<file path="src/rtl/intr_pkg.sv">
// Shared definitions for the vc32 multi-source interrupt controller:
// register offsets, claim word layout and the priority type.
package intr_pkg;

  localparam int unsigned NSRC_MAX        = 16;
  localparam int unsigned CLAIM_VALID_BIT = 15;

  localparam logic [3:0] ADDR_PENDING    = 4'd0;
  localparam logic [3:0] ADDR_ENABLE     = 4'd1;
  localparam logic [3:0] ADDR_MODE       = 4'd2;
  localparam logic [3:0] ADDR_CLAIM      = 4'd3;
  localparam logic [3:0] ADDR_PRIO_LO    = 4'd4;
  localparam logic [3:0] ADDR_PRIO_HI    = 4'd5;
  localparam logic [3:0] ADDR_THRESHOLD  = 4'd6;
  localparam logic [3:0] ADDR_IN_SERVICE = 4'd7;

  typedef logic [1:0] prio_t;

endpackage

</file>
<file path="src/rtl/intr_arb.sv">
// Combinational winner select: highest priority eligible source,
// ties resolved towards the lowest index.
module intr_arb
  import intr_pkg::*;
#(
  parameter int unsigned NSRC = 8
) (
  input  logic  [NSRC-1:0] eligible,
  input  prio_t [NSRC-1:0] prio,
  output logic             valid,
  output logic  [3:0]      id
);

  prio_t best;

  // Strict '>' keeps the earlier (lower) index on equal priority
  always_comb begin
    valid = 1'b0;
    id    = '0;
    best  = '0;
    for (int i = 0; i < NSRC; i++) begin
      if (eligible[i] && (!valid || (prio[i] > best))) begin
        valid = 1'b1;
        id    = 4'(i);
        best  = prio[i];
      end
    end
  end

endmodule

</file>
<file path="src/rtl/intr_multi.sv">
// NSRC-source interrupt controller on the 16-bit I/O bus with priority,
// threshold and claim/complete in-service masking.
module intr_multi
  import intr_pkg::*;
#(
  parameter int unsigned NSRC = 8,
  parameter int unsigned RV   = 16
) (
  input  logic            clk,
  input  logic            reset,
  input  logic [NSRC-1:0] src,
  input  logic [3:0]      io_addr,
  input  logic            io_write,
  input  logic            io_read,
  input  logic [RV-1:0]   io_wdata,
  output logic [RV-1:0]   io_rdata,
  output logic            interrupt
);

  logic  [NSRC-1:0] src_q;
  logic  [NSRC-1:0] pending,    pending_n;
  logic  [NSRC-1:0] enable,     enable_n;
  logic  [NSRC-1:0] mode,       mode_n;
  logic  [NSRC-1:0] in_service, in_service_n;
  prio_t [NSRC-1:0] prio_q,     prio_n;
  prio_t            threshold,  threshold_n;

  logic  [NSRC-1:0] eligible;
  logic             arb_valid;
  logic  [3:0]      arb_id;

  logic             claim;
  logic             wr_pending, wr_complete;
  logic [2*NSRC_MAX-1:0] prio_all;

  intr_arb #(.NSRC(NSRC)) u_arb (
    .eligible (eligible),
    .prio     (prio_q),
    .valid    (arb_valid),
    .id       (arb_id)
  );

  always_comb begin
    eligible = '0;
    for (int i = 0; i < NSRC; i++) begin
      eligible[i] = pending[i] & enable[i] & ~in_service[i] & (prio_q[i] > threshold);
    end
  end

  assign claim       = io_read  && (io_addr == ADDR_CLAIM) && arb_valid;
  assign wr_pending  = io_write && (io_addr == ADDR_PENDING);
  assign wr_complete = io_write && (io_addr == ADDR_CLAIM);

  // Next-state for all programmable and status registers
  always_comb begin
    logic hold;
    hold         = 1'b0;
    pending_n    = pending;
    enable_n     = enable;
    mode_n       = mode;
    in_service_n = in_service;
    prio_n       = prio_q;
    threshold_n  = threshold;

    for (int i = 0; i < NSRC; i++) begin
      if (mode[i]) begin
        // Edge mode: a new rising edge beats any clear in the same cycle
        hold = pending[i];
        if (wr_pending && io_wdata[i]) hold = 1'b0;
        if (claim && (arb_id == 4'(i))) hold = 1'b0;
        pending_n[i] = hold | (src[i] & ~src_q[i]);
      end else begin
        pending_n[i] = src[i];
      end

      if (claim && (arb_id == 4'(i))) in_service_n[i] = 1'b1;
      if (wr_complete && (io_wdata[3:0] == 4'(i))) in_service_n[i] = 1'b0;

      if (io_write && (io_addr == ADDR_PRIO_LO) && (i < 8))
        prio_n[i] = io_wdata[2*(i%8) +: 2];
      if (io_write && (io_addr == ADDR_PRIO_HI) && (i >= 8))
        prio_n[i] = io_wdata[2*(i%8) +: 2];
    end

    if (io_write && (io_addr == ADDR_ENABLE))    enable_n    = io_wdata[NSRC-1:0];
    if (io_write && (io_addr == ADDR_MODE))      mode_n      = io_wdata[NSRC-1:0];
    if (io_write && (io_addr == ADDR_THRESHOLD)) threshold_n = io_wdata[1:0];
  end

  // src_q tracks src through reset so a line already high is not an edge
  always_ff @(posedge clk) begin
    src_q <= src;
    if (reset) begin
      pending    <= '0;
      enable     <= '0;
      mode       <= '0;
      in_service <= '0;
      prio_q     <= '0;
      threshold  <= '0;
      interrupt  <= 1'b0;
    end else begin
      pending    <= pending_n;
      enable     <= enable_n;
      mode       <= mode_n;
      in_service <= in_service_n;
      prio_q     <= prio_n;
      threshold  <= threshold_n;
      interrupt  <= arb_valid;
    end
  end

  // Combinational read mux
  always_comb begin
    prio_all = '0;
    for (int i = 0; i < NSRC; i++) prio_all[2*i +: 2] = prio_q[i];

    io_rdata = '0;
    case (io_addr)
      ADDR_PENDING:    io_rdata = RV'(pending);
      ADDR_ENABLE:     io_rdata = RV'(enable);
      ADDR_MODE:       io_rdata = RV'(mode);
      ADDR_CLAIM: begin
        if (arb_valid) begin
          io_rdata[CLAIM_VALID_BIT] = 1'b1;
          io_rdata[3:0]             = arb_id;
        end
      end
      ADDR_PRIO_LO:    io_rdata = prio_all[15:0];
      ADDR_PRIO_HI:    io_rdata = prio_all[31:16];
      ADDR_THRESHOLD:  io_rdata = RV'(threshold);
      ADDR_IN_SERVICE: io_rdata = RV'(in_service);
      default:         io_rdata = '0;
    endcase
  end

endmodule
</file>
<file path="config.mk">
export PLATFORM = sky130hd
export DESIGN_NAME = intr_multi
export DESIGN_NICKNAME = d
export VERILOG_FILES = /design/src/rtl/intr_pkg.sv /design/src/rtl/intr_arb.sv /design/src/rtl/intr_multi.sv
export SDC_FILE = /design/constraint.sdc
export NUM_CORES = 1
export LEC_CHECK = 0
export CAP_MARGIN = 40
export CORE_ASPECT_RATIO = 2
export CORE_UTILIZATION = 51
export CTS_CLUSTER_SIZE = 30
export DETAILED_ROUTE_END_ITERATION = 7
export PLACE_DENSITY = 0.85
export SLEW_MARGIN = 10
export SYNTH_ARGS = -nofsm -noshare
export SYNTH_HDL_FRONTEND = slang
export SYNTH_SLANG_ARGS = --single-unit
</file>
<file path="constraint.sdc">
create_clock -name clk -period 11.07 [get_ports clk]
set_input_delay 2.214 -clock clk [delete_from_list [all_inputs] [get_ports clk]]
set_output_delay 2.214 -clock clk [all_outputs]
set_load 0.05 [all_outputs]
</file>
### After elaboration in Yosys (flattened, before gate mapping)

Cells that the tools add are included.

| operators by class | value |
|---|---|
| reductions and logical operators | 64 |
| equal/unequal tests | 20 |
| bitwise operators | 56 |
| mux-type cells | 59 |
| order comparisons | 15 |

Operators by type and width:

| kind | number |
|---|---|
| 11-bit case mux with 5 select lines | 1 |
| 4-bit by 3-bit == test with 1-bit output (second input constant) | 11 |
| 1-bit two-way mux | 42 |
| 1-bit logical AND | 39 |
| 1-bit AND | 32 |
| 2-bit greater-than comparator | 15 |
| 4-bit case mux with 7 select lines | 1 |
| 4-bit by 2-bit == test with 1-bit output (second input constant) | 6 |
| 2-bit two-way mux | 9 |
| 1-bit NOT | 16 |
| 2-bit OR reduction | 8 |
| 4-bit by 1-bit == test with 1-bit output (second input constant) | 3 |
| 4-bit zero test | 3 |
| 3-bit two-way mux | 4 |
| 1-bit bitwise OR | 8 |
| 1-bit zero test | 7 |
| 1-bit logical OR | 7 |
| 4-bit two-way mux | 1 |
| 1-bit case mux with 2 select lines | 1 |

| word-level totals | value |
|---|---|
| output and inout port bits | 17 |
| logic and storage cells | 236 |
| bits in registers | 59 |
| bits of input ports | 32 |

### Longest topological paths before layout

Gate-level depths: netlist (run 1).

| logic depth | value |
|---|---|
| word-level depth | 38 |
| depth in mapped cells | 52 |
| depth with buffers taken out | 51 |

### Modules after synthesis

Synthesis (run 1) repeated with hierarchy kept, for this count alone.

| second synthesis, totals | value |
|---|---|
| cells, all modules | 475 |
| area total of the unflattened synthesis | 4018.9 um^2 |

Modules (own cells, without submodules):

| module | instances | sequential area each (um^2) | area each (um^2) | cells each |
|---|---|---|---|---|
| intr_multi | 1 | 1181.1 | 3334.4 | 376 |
| intr_arb | 1 | 0.0 | 684.4 | 99 |

### Worst setup path before layout (run 1)

No wires, ideal clock.

| timing path | value |
|---|---|
| path kind | reg2out |
| start | reg threshold[1] |
| end | out io_rdata[1] |
| buffers on the path | 1 |
| slack | -1087 ps |
| arrival time | 9943 ps |
| data required time | 8856 ps |
| cell stages (with the launch flop) | 53 |
| path through | dfxtp_1 -> inv_1 -> ha_1 -> nor2b_1 -> o2111a_1 -> nand2_1 -> ha_1 -> nor2b_1 -> o21ai_0 -> a21oi_1 -> mux2_2 -> ha_1 -> nor2b_1 -> o21ai_0 -> a21boi_0 -> nor2_1 -> mux2_2 -> ha_1 -> [17 not listed] -> nor2_1 -> a22oi_1 -> ha_1 -> nor2b_1 -> o21ai_0 -> nor2_1 -> a31oi_1 -> nand3_1 -> o21ai_0 -> a21oi_1 -> ha_1 -> nor2b_1 -> o21ai_0 -> nor2_1 -> a31oi_1 -> nand2_1 -> nor2_1 -> o21ai_0 |

| between the ends | value |
|---|---|
| word-level cells in the longest chain between the ends | 33 |
| elaborated cells on any way between the ends | 67 |
| classes of those cells | order compare (15); mux (23); bitwise (8); reduce/logical (21) |

RTL lines:

| element | RTL line | text |
|---|---|---|
| from (decl) | intr_multi.sv:26 | `prio_t threshold, threshold_n;` |
| from (signal assigned) | intr_multi.sv:107 | `threshold <= threshold_n;` |
| 2-bit greater-than comparator | intr_multi.sv:46 | `eligible[i] = pending[i] & enable[i] & ~in_service[i] & (prio_q[i] > threshold);` |
| 1-bit AND | intr_multi.sv:46 |  |
| 2-bit two-way mux or 1-bit two-way mux (tied branches) | intr_arb.sv:22 | `if (eligible[i] && (!valid \|\| (prio[i] > best))) begin` |
| 2-bit greater-than comparator or 1-bit zero test (tied branches) | intr_arb.sv:22 |  |
| 1-bit logical OR | intr_arb.sv:22 |  |
| 1-bit logical AND | intr_arb.sv:22 |  |
| 2-bit two-way mux or 1-bit two-way mux (tied branches) | intr_arb.sv:22 |  |
| 2-bit greater-than comparator or 1-bit zero test (tied branches) | intr_arb.sv:22 |  |
| [17 not listed] | - |  |
| 1-bit logical AND | intr_arb.sv:22 |  |
| 2-bit two-way mux or 1-bit two-way mux (tied branches) | intr_arb.sv:22 |  |
| 2-bit greater-than comparator or 1-bit zero test (tied branches) | intr_arb.sv:22 |  |
| 1-bit logical OR | intr_arb.sv:22 |  |
| 1-bit logical AND | intr_arb.sv:22 |  |
| 3-bit two-way mux or 1-bit two-way mux (tied branches) | intr_arb.sv:22 |  |
| 4-bit two-way mux | intr_multi.sv:123 | `if (arb_valid) begin` |
| 4-bit case mux with 7 select lines * | intr_multi.sv:118 | `case (io_addr)` |
| to (decl) | intr_multi.sv:16 | `output logic [RV-1:0] io_rdata,` |

Every way passes the cells marked *; elsewhere a longest branch is shown, timed or not.

### Final worst setup path (run 1)

| timing path | value |
|---|---|
| start | reg threshold[1] |
| end | out io_rdata[2] |

| between the ends | value |
|---|---|
| word-level cells in the longest chain between the ends | 33 |
| elaborated cells on any way between the ends | 65 |
| classes of those cells | order compare (15); mux (21); bitwise (8); reduce/logical (21) |

RTL lines:

| element | RTL line |
|---|---|
| 2-bit greater-than comparator | intr_multi.sv:46 |
| 1-bit AND | intr_multi.sv:46 |
| 2-bit two-way mux or 1-bit two-way mux (tied branches) | intr_arb.sv:22 |
| 2-bit greater-than comparator or 1-bit zero test (tied branches) | intr_arb.sv:22 |
| 1-bit logical OR | intr_arb.sv:22 |
| 1-bit logical AND | intr_arb.sv:22 |
| 2-bit two-way mux or 1-bit two-way mux (tied branches) | intr_arb.sv:22 |
| 2-bit greater-than comparator or 1-bit zero test (tied branches) | intr_arb.sv:22 |
| [17 not listed] | - |
| 1-bit logical AND | intr_arb.sv:22 |
| 2-bit two-way mux or 1-bit two-way mux (tied branches) | intr_arb.sv:22 |
| 2-bit greater-than comparator or 1-bit zero test (tied branches) | intr_arb.sv:22 |
| 1-bit logical OR | intr_arb.sv:22 |
| 1-bit logical AND | intr_arb.sv:22 |
| 3-bit two-way mux or 1-bit two-way mux (tied branches) | intr_arb.sv:22 |
| 4-bit two-way mux * | intr_multi.sv:123 |
| 4-bit case mux with 7 select lines * | intr_multi.sv:118 |

Marked as above.

==> results of run 1 <==
-- power breakdown --
part           switching (uW)  internal, uW
clock network            97.5           160
logic                    30.7          23.4
registers                3.92           218
total                     132           401
-- worst max-delay path by stage --
stage	from	end	slack [ps]	cells after the start
2_1_floorplan	threshold[1]$_SDFFE_PP0P_	io_rdata[0]	10	50
3_3_place_gp	threshold[1]$_SDFFE_PP0P_	io_rdata[0]	-170	53
3_5_place_dp	threshold[1]$_SDFFE_PP0P_	io_rdata[0]	-540	52
4_1_cts	threshold[1]$_SDFFE_PP0P_	io_rdata[2]	-270	55
5_1_grt	threshold[1]$_SDFFE_PP0P_	io_rdata[2]	-1120	54
6_report	threshold[1]$_SDFFE_PP0P_	io_rdata[2]	-850	53
-- cell usage after synthesis, types with 2 or more instances --
library cell	instances
nand2_1	81
dfxtp_1	59
nor2_1	44
a21oi_1	35
ha_1	30
mux2i_1	26
nor2b_1	24
inv_1	18
o21ai_0	17
clkbuf_1	16
a22oi_1	9
a211oi_1	8
nand3_1	7
nor3_1	7
a31oi_1	6
o2111ai_2	6
mux2_2	5
nor4_1	5
and3_1	4
a221oi_1	3
a32o_1	3
and2_1	3
and3b_1	3
nand4_1	3
o211ai_1	3
o21a_1	3
o21ai_1	3
a21o_1	2
buf_1	2
buf_2	2
nand2b_1	2
nand4b_1	2
o2111ai_1	2
or2_2	2
-- state kept, by name, indices dropped and copies added, names as in the netlist --
| name | flops |
|---|---|
| pending | 8 |
| enable | 8 |
| prio_all | 16 |
| mode | 8 |
| interrupt | 1 |
| src_q | 8 |
| threshold | 2 |
| in_service | 8 |
-- metrics by stage --
stage               setup WS (ps)  hold WS, ps  utilization (%)  instances  TNS, ps
global placement           -173.3        446.8            62.91        617   -207.5
CTS                        -271.1        457.2            72.62        663   -719.8
global route                -1117        486.4            75.33        670    -3228
finish                     -846.6        457.8            75.33        670    -2416
detailed placement         -544.7        450.1            62.91        617    -1371
floorplan                   13.94        434.4                -        473        0
-- worst max-delay path, delay by kind of cell, from the launching register on --
family	cells	cell delay (ps)
adder cells (fa/ha/maj)	8	2230
multiplexers	2	740
AO/OA/AOI/OAI	22	3270
flip-flops	1	350
buffers and inverters	3	390
AND/OR/NAND/NOR	18	2400
-- per-layer routing --
metal  wire length (um)  global-route usage [%]  up-vias
met5                  0                       0        -
met4               1095                   25.53        0
met3                959                   6.593       96
met2               7438                   63.12      279
met1               4945                   35.53     2045
li1                   -                       -     1904
-- timing repair --
item | in CTS | in global routing
pin swaps | 35 | 30
setup endpoints to repair | 3 | 3
resized for setup | 44 | 26
setup buffers | 32 | 7
-- layout by cell type, fill, tap and decap left out, drive strengths merged, types with 20 or more instances in the layout --
cell / netlist / layout
clkdlybuf4s50: 0 / 45
mux2i: 26 / 26
ha: 30 / 30
nor2: 45 / 45
nand2: 82 / 82
nor2b: 24 / 24
buf: 5 / 67
o21ai: 20 / 20
dfxtp: 59 / 59
a21oi: 36 / 36
-- logic make-up after synthesis --
logic type | after synthesis | share of synthesized area, %
compound gates | 117 | 21.94
fa+ha+maj | 30 | 9.823
buf+inv | 39 | 4.093
flops | 59 | 30.91
mux | 31 | 8.284
simple gates | 197 | 24.95
-- area by class of cell --
type	instances	area, sq um
clock buffers	12	256.5
clock inverters	2	12.51
fillers	535	1793
inverters	18	67.56
multi-input cells	375	2863
flip-flops and latches	59	1184
well taps	92	115.1
repair buffers	112	975.9
==> results.py, run 1 <==
metrics = {
    "run_status": {
        "status": "finished, violations left",
        "violations": "setup timing",
    },
    "setup_path": {
        "cp.required_ps": 8860,
        "rr_startpoint": "threshold[1]$_SDFFE_PP0P_",
        "worstPathArrival_ps": 9700,
        "cp_max_fo": 4,
        "slowest_delay_ps": 380,
        "cp_slowest_cell": "mux2_4",
        "r2r_end": "pending[0]$_SDFF_PP0_",
        "endpoint_kind": "output pin",
        "rrSetupSlack_ps": 660,
        "startpoint_type": "register",
        "worstSetupPathType": "reg2out",
        "r2r_cells": 53,
    },
    "power_and_ir_drop": {
        "power_uw": 533.5,
        "power.leakage_uw": 0.002290,
        "power_density_nw_per_um2": 97.46,
        "peakVddDrop_uv": 111.8,
    },
    "hold_path": {
        "hp-start": "prio_all[14]$_SDFFE_PP0P_",
        "hold_path.class": "reg2reg",
        "min_to": "prio_all[14]$_SDFFE_PP0P_",
        "holdPathStages": 2,
    },
    "synth": {
        "synth_area_sq_um": 3821,
        "synthTopCellsByArea": "dfxtp_1 31%, ha_1 9.8%, nand2_1 8.0%",
        "yosys.area.top_type": "dfxtp_1",
        "ys_warn_count": 0,
        "ys_seq_area_share_pct": 30.91,
        "synth.net_count": 535,
        "async_flop_share_pct": 0,
        "synth_edf_count": 0,
        "synth.top_cell.area_share_pct": 30.91,
        "synth_flop_cell": "dfxtp_1",
        "ys_seq_elements": 59,
        "synth_cells": 473,
        "synth.avg_cell_area_sq_um": 8.079,
        "synthDistinctLibCells": 62,
    },
    "layout": {
        "fin_area_sq_um": 5474,
        "nets": 637,
        "antenna_cells": 0,
        "drive_gt1_share_pct": 26.64,
        "areaGrowthSynthToFinish_pct": 43.25,
    },
    "sta": {
        "slew_headroom_pct": 44.57,
        "hold_viol": 0,
        "min_period_over_period_pct": 107.6,
        "fin_ws_ps": -846.6,
        "max_freq_mhz": 83.92,
        "report.final.slew_viol_count": 0,
        "skew_ps": 11.32,
        "period_minus_slack_ps": 11920,
        "worst_pin_slew_ps": 829.7,
        "finalSetupViolCount": 3,
        "rsz0062_at_grt": "true",
    },
    "detailed_routing": {
        "route.detailed.drc": 0,
        "ant_nets": 0,
        "drt_first_pass_iters": 5,
        "routed-via-count": 4324,
        "wl_per_cell_um": 21.55,
        "viasPerCell": 6.454,
        "drt_iter0_drc": 390,
        "drt_wl_total_mm": 14.44,
    },
    "place": {
        "dp_hpwl_mm": 9.118,
        "port_buffers": 48,
        "place_area_sq_um": 4572,
        "gp_congestion": 0.9713,
    },
    "global_routing": {
        "grt_overflow": 0,
        "grt_pass1_wl_mm": 21.18,
        "antenna_found_initial": 0,
        "grt_max_degree": 50,
        "grt_use_total_pct": 35.42,
        "grt_pass1_vias": 4330,
    },
    "floorplanning": {
        "initial_core_util_pct": 52.58,
        "die_area_sq_um": 7863,
        "die_h_um": 124.4,
        "io_pins": 49,
        "num_rows": 44,
        "core_region_area_sq_um": 7267,
        "die_w_um": 63.21,
    },
    "cts": {
        "cts-root-buf": "clkbuf_16",
        "cts_inserted_buffers": 9,
        "clock_sinks": 59,
        "clk_latency_ps": 340,
        "cts_tree": "built",
        "hold_buffers": 0,
        "h-tree-depth": 3,
        "clk_pin_slew_ps": 60,
        "ctsLongestPathBuffers": 2,
    },
    "job": {
        "cap_violations": 0,
    },
}
(Power assumes the default switching activity.)
==> run 2: changes to the inputs <==
--- a/config.mk
+++ b/config.mk
@@ -5,13 +5,13 @@
 export SDC_FILE = /design/constraint.sdc
 export NUM_CORES = 1
 export LEC_CHECK = 0
+export ABC_AREA = 1
 export CAP_MARGIN = 40
 export CORE_ASPECT_RATIO = 2
 export CORE_UTILIZATION = 51
 export CTS_CLUSTER_SIZE = 30
 export DETAILED_ROUTE_END_ITERATION = 7
 export PLACE_DENSITY = 0.85
-export SLEW_MARGIN = 10
 export SYNTH_ARGS = -nofsm -noshare
 export SYNTH_HDL_FRONTEND = slang
 export SYNTH_SLANG_ARGS = --single-unit
==> results.py, run 2 <==
metrics = {
    "run_status": {
        "status": "finished clean",
    },
    "sta": {
        "worst_pin_slew_ps": 717.0,
        "slew_headroom_pct": 52.05,
        "max_freq_mhz": 96.71,
        "skew_ps": 5.718,
        "period_minus_slack_ps": 10340,
        "hold_viol": 0,
        "finalSetupViolCount": 0,
        "min_period_over_period_pct": 93.41,
        "report.final.slew_viol_count": 0,
        "rsz0062_at_grt": "false",
    },
    "power_and_ir_drop": {
        "peakVddDrop_uv": 120.2,
        "power.leakage_uw": 0.002024,
        "power_uw": 524.4,
        "power_density_nw_per_um2": 111.9,
    },
    "synth": {
        "synth_xor_area_share_pct": 0,
        "synth_mux_area_share_pct": 0,
        "ys_seq_elements": 59,
        "synth_flop_cell": "dfxtp_1",
        "synth_edf_count": 0,
        "synthSimpleGateAreaFrac_pct": 27.37,
        "synthDistinctLibCells": 35,
        "yosys.area.top_type": "dfxtp_1",
        "synth_cells": 539,
        "synth_area_sq_um": 3812,
        "ys_warn_count": 0,
        "synth_compound_area_share_pct": 21.82,
        "synthTopCellsByArea": "dfxtp_1 31%, ha_1 9.8%, nand2_1 9.6%",
        "async_flop_share_pct": 0,
        "synth.top_cell.area_share_pct": 30.98,
        "yosysMostFrequentCell": "nand2_1",
        "synth.net_count": 601,
        "synthTopCellsByCount": "97 x nand2_1, 85 x inv_1, 59 x dfxtp_1, 52 x a21oi_1, 41 x o21ai_0",
        "synth.avg_cell_area_sq_um": 7.073,
        "synthAdderAreaFrac_pct": 9.846,
        "ys_seq_area_share_pct": 30.98,
        "synth_top_family_by_area": "simple AND/OR/NAND/NOR gates",
    },
    "cts": {
        "clk_pin_slew_ps": 50,
        "clk_latency_ps": 330,
        "post_cts_resize_count": 5,
        "cts_inserted_buffers": 9,
        "cts_tree": "built",
        "ctsLongestPathBuffers": 2,
        "clock_sinks": 59,
        "cts-root-buf": "clkbuf_16",
        "h-tree-depth": 3,
        "hold_buffers": 0,
        "post_cts_buffers": 0,
    },
    "setup_path": {
        "endpoint_kind": "output pin",
        "slowest_delay_ps": 290,
        "rr_startpoint": "prio_all[0]$_SDFFE_PP0P_",
        "cp_max_fo": 8,
        "worstPathArrival_ps": 8130,
        "crit_path_frequent_cell": "nand2_1",
        "r2r_cells": 63,
        "cp.required_ps": 8860,
        "rrSetupSlack_ps": 3150,
        "cp_slowest_cell": "dfxtp_1",
        "r2r_end": "pending[1]$_SDFF_PP0_",
        "worstSetupPathType": "reg2out",
        "startpoint_type": "register",
    },
    "place": {
        "dp.cells": 670,
        "gp_congestion": 0.9234,
        "port_buffers": 48,
        "place_area_sq_um": 4417,
        "dp_hpwl_mm": 8.080,
    },
    "layout": {
        "largest_register_ffs": 16,
        "final_cell_mix": "97 x nand2_1, 85 x inv_1, 59 x dfxtp_1",
        "drive_gt1_share_pct": 13.68,
        "antenna_cells": 0,
        "fin_area_sq_um": 4688,
        "final_cells": 684,
        "final_common_cell": "nand2_1",
        "areaGrowthSynthToFinish_pct": 22.97,
        "nets": 651,
        "fill_cells": 652,
    },
    "job": {
        "cap_violations": 0,
    },
    "detailed_routing": {
        "wl_per_cell_um": 15.26,
        "viasPerCell": 5.558,
        "ant_nets": 0,
        "drt_wl_total_mm": 10.44,
        "routed-via-count": 3802,
        "drt_first_pass_iters": 6,
        "route.detailed.drc": 0,
        "drt_iter0_drc": 208,
    },
    "global_routing": {
        "grt_overflow": 0,
        "grt_pass1_vias": 3919,
        "grt_pass1_wl_mm": 17.57,
        "grt_use_total_pct": 28.93,
        "grt_max_degree": 30,
        "antenna_found_initial": 0,
    },
    "floorplanning": {
        "core_region_area_sq_um": 7267,
        "io_pins": 49,
        "die_area_sq_um": 7846,
        "die_w_um": 63.14,
        "num_rows": 44,
        "die_h_um": 124.3,
        "initial_core_util_pct": 52.46,
    },
    "hold_path": {
        "hold_path.class": "reg2reg",
        "hp-start": "mode[7]$_SDFFE_PP0P_",
        "holdPathStages": 2,
        "min_to": "pending[7]$_SDFF_PP0_",
    },
}
-- run 2: changes by cell type in the layout (fill, tap and decap cells not counted), sizes merged, moves of 26 or more --
cell   change
a21oi     +28
buf       -61
inv       +68
mux2i     -26
nand2     +39
o21ai     +26
-- run 2: power breakdown --
part / internal (uW) / leakage [uW] / switching (uW)
Clock: 159 / 0.000137 / 91.7
Sequential: 219 / 0.000482 / 3.28
Combinational: 21.4 / 0.00141 / 30.0
-- run 2: kinds of logic after synthesis --
kind of cell / count (synthesis)
compound gates: 141
fa+ha+maj: 30
buf+inv: 101
flops: 59
simple gates: 208
-- run 2: worst max-delay path by stage --
stage                                    startpoint  slack [ps]          end
after floorplan           threshold[1]$_SDFFE_PP0P_        1160  io_rdata[0]
after global placement    threshold[1]$_SDFFE_PP0P_         600  io_rdata[2]
after detailed placement  threshold[1]$_SDFFE_PP0P_         100  io_rdata[0]
after CTS                 threshold[1]$_SDFFE_PP0P_          -8  io_rdata[2]
after global routing      threshold[1]$_SDFFE_PP0P_          10  io_rdata[2]
final                      prio_all[0]$_SDFFE_PP0P_         730  io_rdata[0]
-- run 2: layer usage --
layer / vias to the layer above / global-route usage, % / wire length (um)
li1: 1907 / - / -
met1: 1720 / 27.53 / 3784
met2: 126 / 53.13 / 5649
met3: 49 / 5.769 / 445
met4: 0 / 20.25 / 558
met5: - / 0 / 0
-- run 2: through the flow --
step | TNS, ps | worst slack [ps] | util [%] | hold WS [ps]
final | 0 | 729.9 | 64.51 | 465.4
after CTS | -7.826 | -7.826 | 64.41 | 468.1
after detailed placement | 0 | 104.2 | 60.78 | 459.7
after floorplan | 0 | 1156 | - | 439.0
after global placement | 0 | 604.0 | 60.19 | 443.9
after global routing | 0 | 13.82 | 64.51 | 499.4
-- run 2: cell type report --
type | instances | area [sq um] | share of cell area (%)
clock buffers | 11 | 252.7 | 5.391
clock inverters | 3 | 15.01 | 0.3203
inverters | 88 | 331.6 | 7.072
multi-input cells | 379 | 2265 | 48.31
flip-flops and latches | 59 | 1181 | 25.19
well taps | 92 | 115.1 | 2.455
repair buffers | 52 | 528.0 | 11.26
-- run 2: worst max-delay path, delay by kind of cell (launching register included) --
family          cells  cell delay, ps
fa+ha+maj           8            2170
simple gates       31            2730
flops               1             290
buf+inv             9             800
compound gates     14            1820
==> run 3: changes to the inputs <==
--- a/config.mk
+++ b/config.mk
@@ -7,7 +7,6 @@
 export LEC_CHECK = 0
 export ABC_AREA = 1
 export CAP_MARGIN = 40
-export CORE_ASPECT_RATIO = 2
 export CORE_UTILIZATION = 51
 export CTS_CLUSTER_SIZE = 30
 export DETAILED_ROUTE_END_ITERATION = 7
==> results.py, run 3 (synthesized netlist as in run 2, its figures left out) <==
metrics = {
    "run_status": {
        "status": "finished clean",
    },
    "sta": {
        "slew_headroom_pct": 52.38,
        "max_freq_mhz": 96.39,
        "period_minus_slack_ps": 10370,
        "whs_ps": 466.9,
        "finalSetupViolCount": 0,
        "skew_ps": 9.187,
        "report.final.slew_viol_count": 0,
        "worst_pin_slew_ps": 711.7,
        "hold_viol": 0,
        "min_period_over_period_pct": 93.71,
    },
    "detailed_routing": {
        "route.detailed.drc": 0,
        "drt_first_pass_iters": 5,
        "drt_wl_total_mm": 9.983,
        "wl_per_cell_um": 14.43,
        "drt_iter0_drc": 226,
        "viasPerCell": 5.445,
        "routed-via-count": 3768,
        "ant_nets": 0,
    },
    "global_routing": {
        "grt_use_total_pct": 26.73,
        "grt_pass1_vias": 3351,
        "grt_max_degree": 23,
        "grt_pass1_wl_mm": 15.77,
        "antenna_found_initial": 0,
        "grt_overflow": 0,
    },
    "cts": {
        "clk_latency_ps": 350,
        "cts_inserted_buffers": 9,
        "post_cts_buffers": 0,
        "ctsLongestPathBuffers": 2,
        "cts-root-buf": "clkbuf_8",
        "h-tree-depth": 3,
        "clock_sinks": 59,
        "cts_tree": "built",
        "clk_pin_slew_ps": 70,
    },
    "layout": {
        "drive_gt1_share_pct": 14.17,
        "fill_cells": 626,
        "final_cell_mix": "96 x nand2_1, 84 x inv_1, 59 x dfxtp_1",
        "nets": 650,
        "largest_register_ffs": 16,
        "fin_area_sq_um": 4646,
        "final_common_cell": "nand2_1",
        "antenna_cells": 0,
        "areaGrowthSynthToFinish_pct": 21.86,
    },
    "place": {
        "port_buffers": 48,
        "dp_hpwl_mm": 7.621,
        "place_area_sq_um": 4418,
        "gp_congestion": 0.9869,
    },
    "power_and_ir_drop": {
        "power_density_nw_per_um2": 106.0,
        "peakVddDrop_uv": 80.51,
        "power.leakage_uw": 0.001990,
    },
    "setup_path": {
        "cp_max_fo": 10,
        "worstSetupPathType": "reg2out",
        "rrSetupSlack_ps": 3170,
        "rr_startpoint": "threshold[1]$_SDFFE_PP0P_",
        "startpoint_type": "register",
        "endpoint_kind": "output pin",
        "crit_path_frequent_cell": "nand2_1",
        "r2r_cells": 63,
        "r2r_end": "pending[5]$_SDFF_PP0_",
        "worstPathArrival_ps": 8160,
        "cp.required_ps": 8860,
        "slowest_delay_ps": 360,
        "cp_slowest_cell": "dfxtp_1",
    },
    "hold_path": {
        "min_to": "pending[7]$_SDFF_PP0_",
        "hold_path.class": "reg2reg",
        "hp-start": "mode[7]$_SDFFE_PP0P_",
        "holdPathStages": 2,
    },
    "floorplanning": {
        "die_w_um": 88.46,
        "initial_core_util_pct": 52.56,
        "die_h_um": 88.46,
        "core_region_area_sq_um": 7253,
        "die_area_sq_um": 7825,
        "num_rows": 31,
        "io_pins": 49,
    },
    "job": {
        "cap_violations": 0,
    },
}
-- run 3: cell count changes in the layout (fill, tap and decap cells not counted), sizes merged --
cell	previous run	this run
buf	6	4
bufinv	0	2
clkinvlp	0	1
-- run 3: worst max-delay path by stage --
stage                         startpoint          end  slack (ps)  depth (start not counted)
2_1_floorplan  threshold[1]$_SDFFE_PP0P_  io_rdata[0]        1160                         61
3_3_place_gp   threshold[1]$_SDFFE_PP0P_  io_rdata[2]         390                         61
3_5_place_dp   threshold[1]$_SDFFE_PP0P_  io_rdata[2]          20                         61
4_1_cts        threshold[1]$_SDFFE_PP0P_  io_rdata[2]          60                         61
5_1_grt        threshold[1]$_SDFFE_PP0P_  io_rdata[2]         -20                         64
6_report       threshold[1]$_SDFFE_PP0P_  io_rdata[2]         700                         62
-- run 3: per-layer routing --
layer | track usage (%) | wire length (um) | vias up | part of all wire [%]
li1 | - | - | 1892 | -
met1 | 34.12 | 4350 | 1722 | 44
met2 | 44.76 | 4793 | 135 | 48
met3 | 4.291 | 636 | 19 | 6.4
met4 | 11.44 | 202 | 0 | 2.0
met5 | 0 | 0 | - | 0
-- run 3: where the power goes --
part	internal (uW)	switching, uW
clock network	127	92.9
logic	21.4	29.6
registers	218	3.24
total	367	126
-- run 3: per-stage QoR --
stage | power (uW) | setup TNS, ps | worst slack, ps | instances | utilization, %
2_1_floorplan | 252.7 | 0 | 1156 | 539 | -
3_3_place_gp | 272.5 | 0 | 388.6 | 674 | 60.32
3_5_place_dp | 275.6 | 0 | 19.29 | 676 | 60.91
4_1_cts | 494.3 | 0 | 60.13 | 692 | 63.90
5_1_grt | 510.4 | -24.80 | -24.80 | 692 | 64.05
6_report | 492.3 | 0 | 695.8 | 692 | 64.05
-- run 3: final cells by class --
type                    count  area, sq um  share of cell area [%]
flip-flops and latches     59         1181                   25.42
clock inverters             6        90.09                   1.939
clock buffers              10        127.6                   2.747
inverters                  88        334.1                   7.191
multi-input cells         379         2271                   48.88
well taps                  99        123.9                   2.666
repair buffers             51        518.0                   11.15
-- run 3: repair_timing --
item,4_1_cts,5_1_grt
endpoints found under the setup margin,3,3
hold buffers,0,0
resized for setup,6,22
cloned,0,0
pin swaps,0,2
-- run 3: worst max-delay path, delay by kind of cell (launching register included) --
kind	cells	cell delay (ps)
flip-flops	1	360
buffers and inverters	9	700
AO/OA/AOI/OAI	14	1790
AND/OR/NAND/NOR	31	2620
adder cells (fa/ha/maj)	8	2330
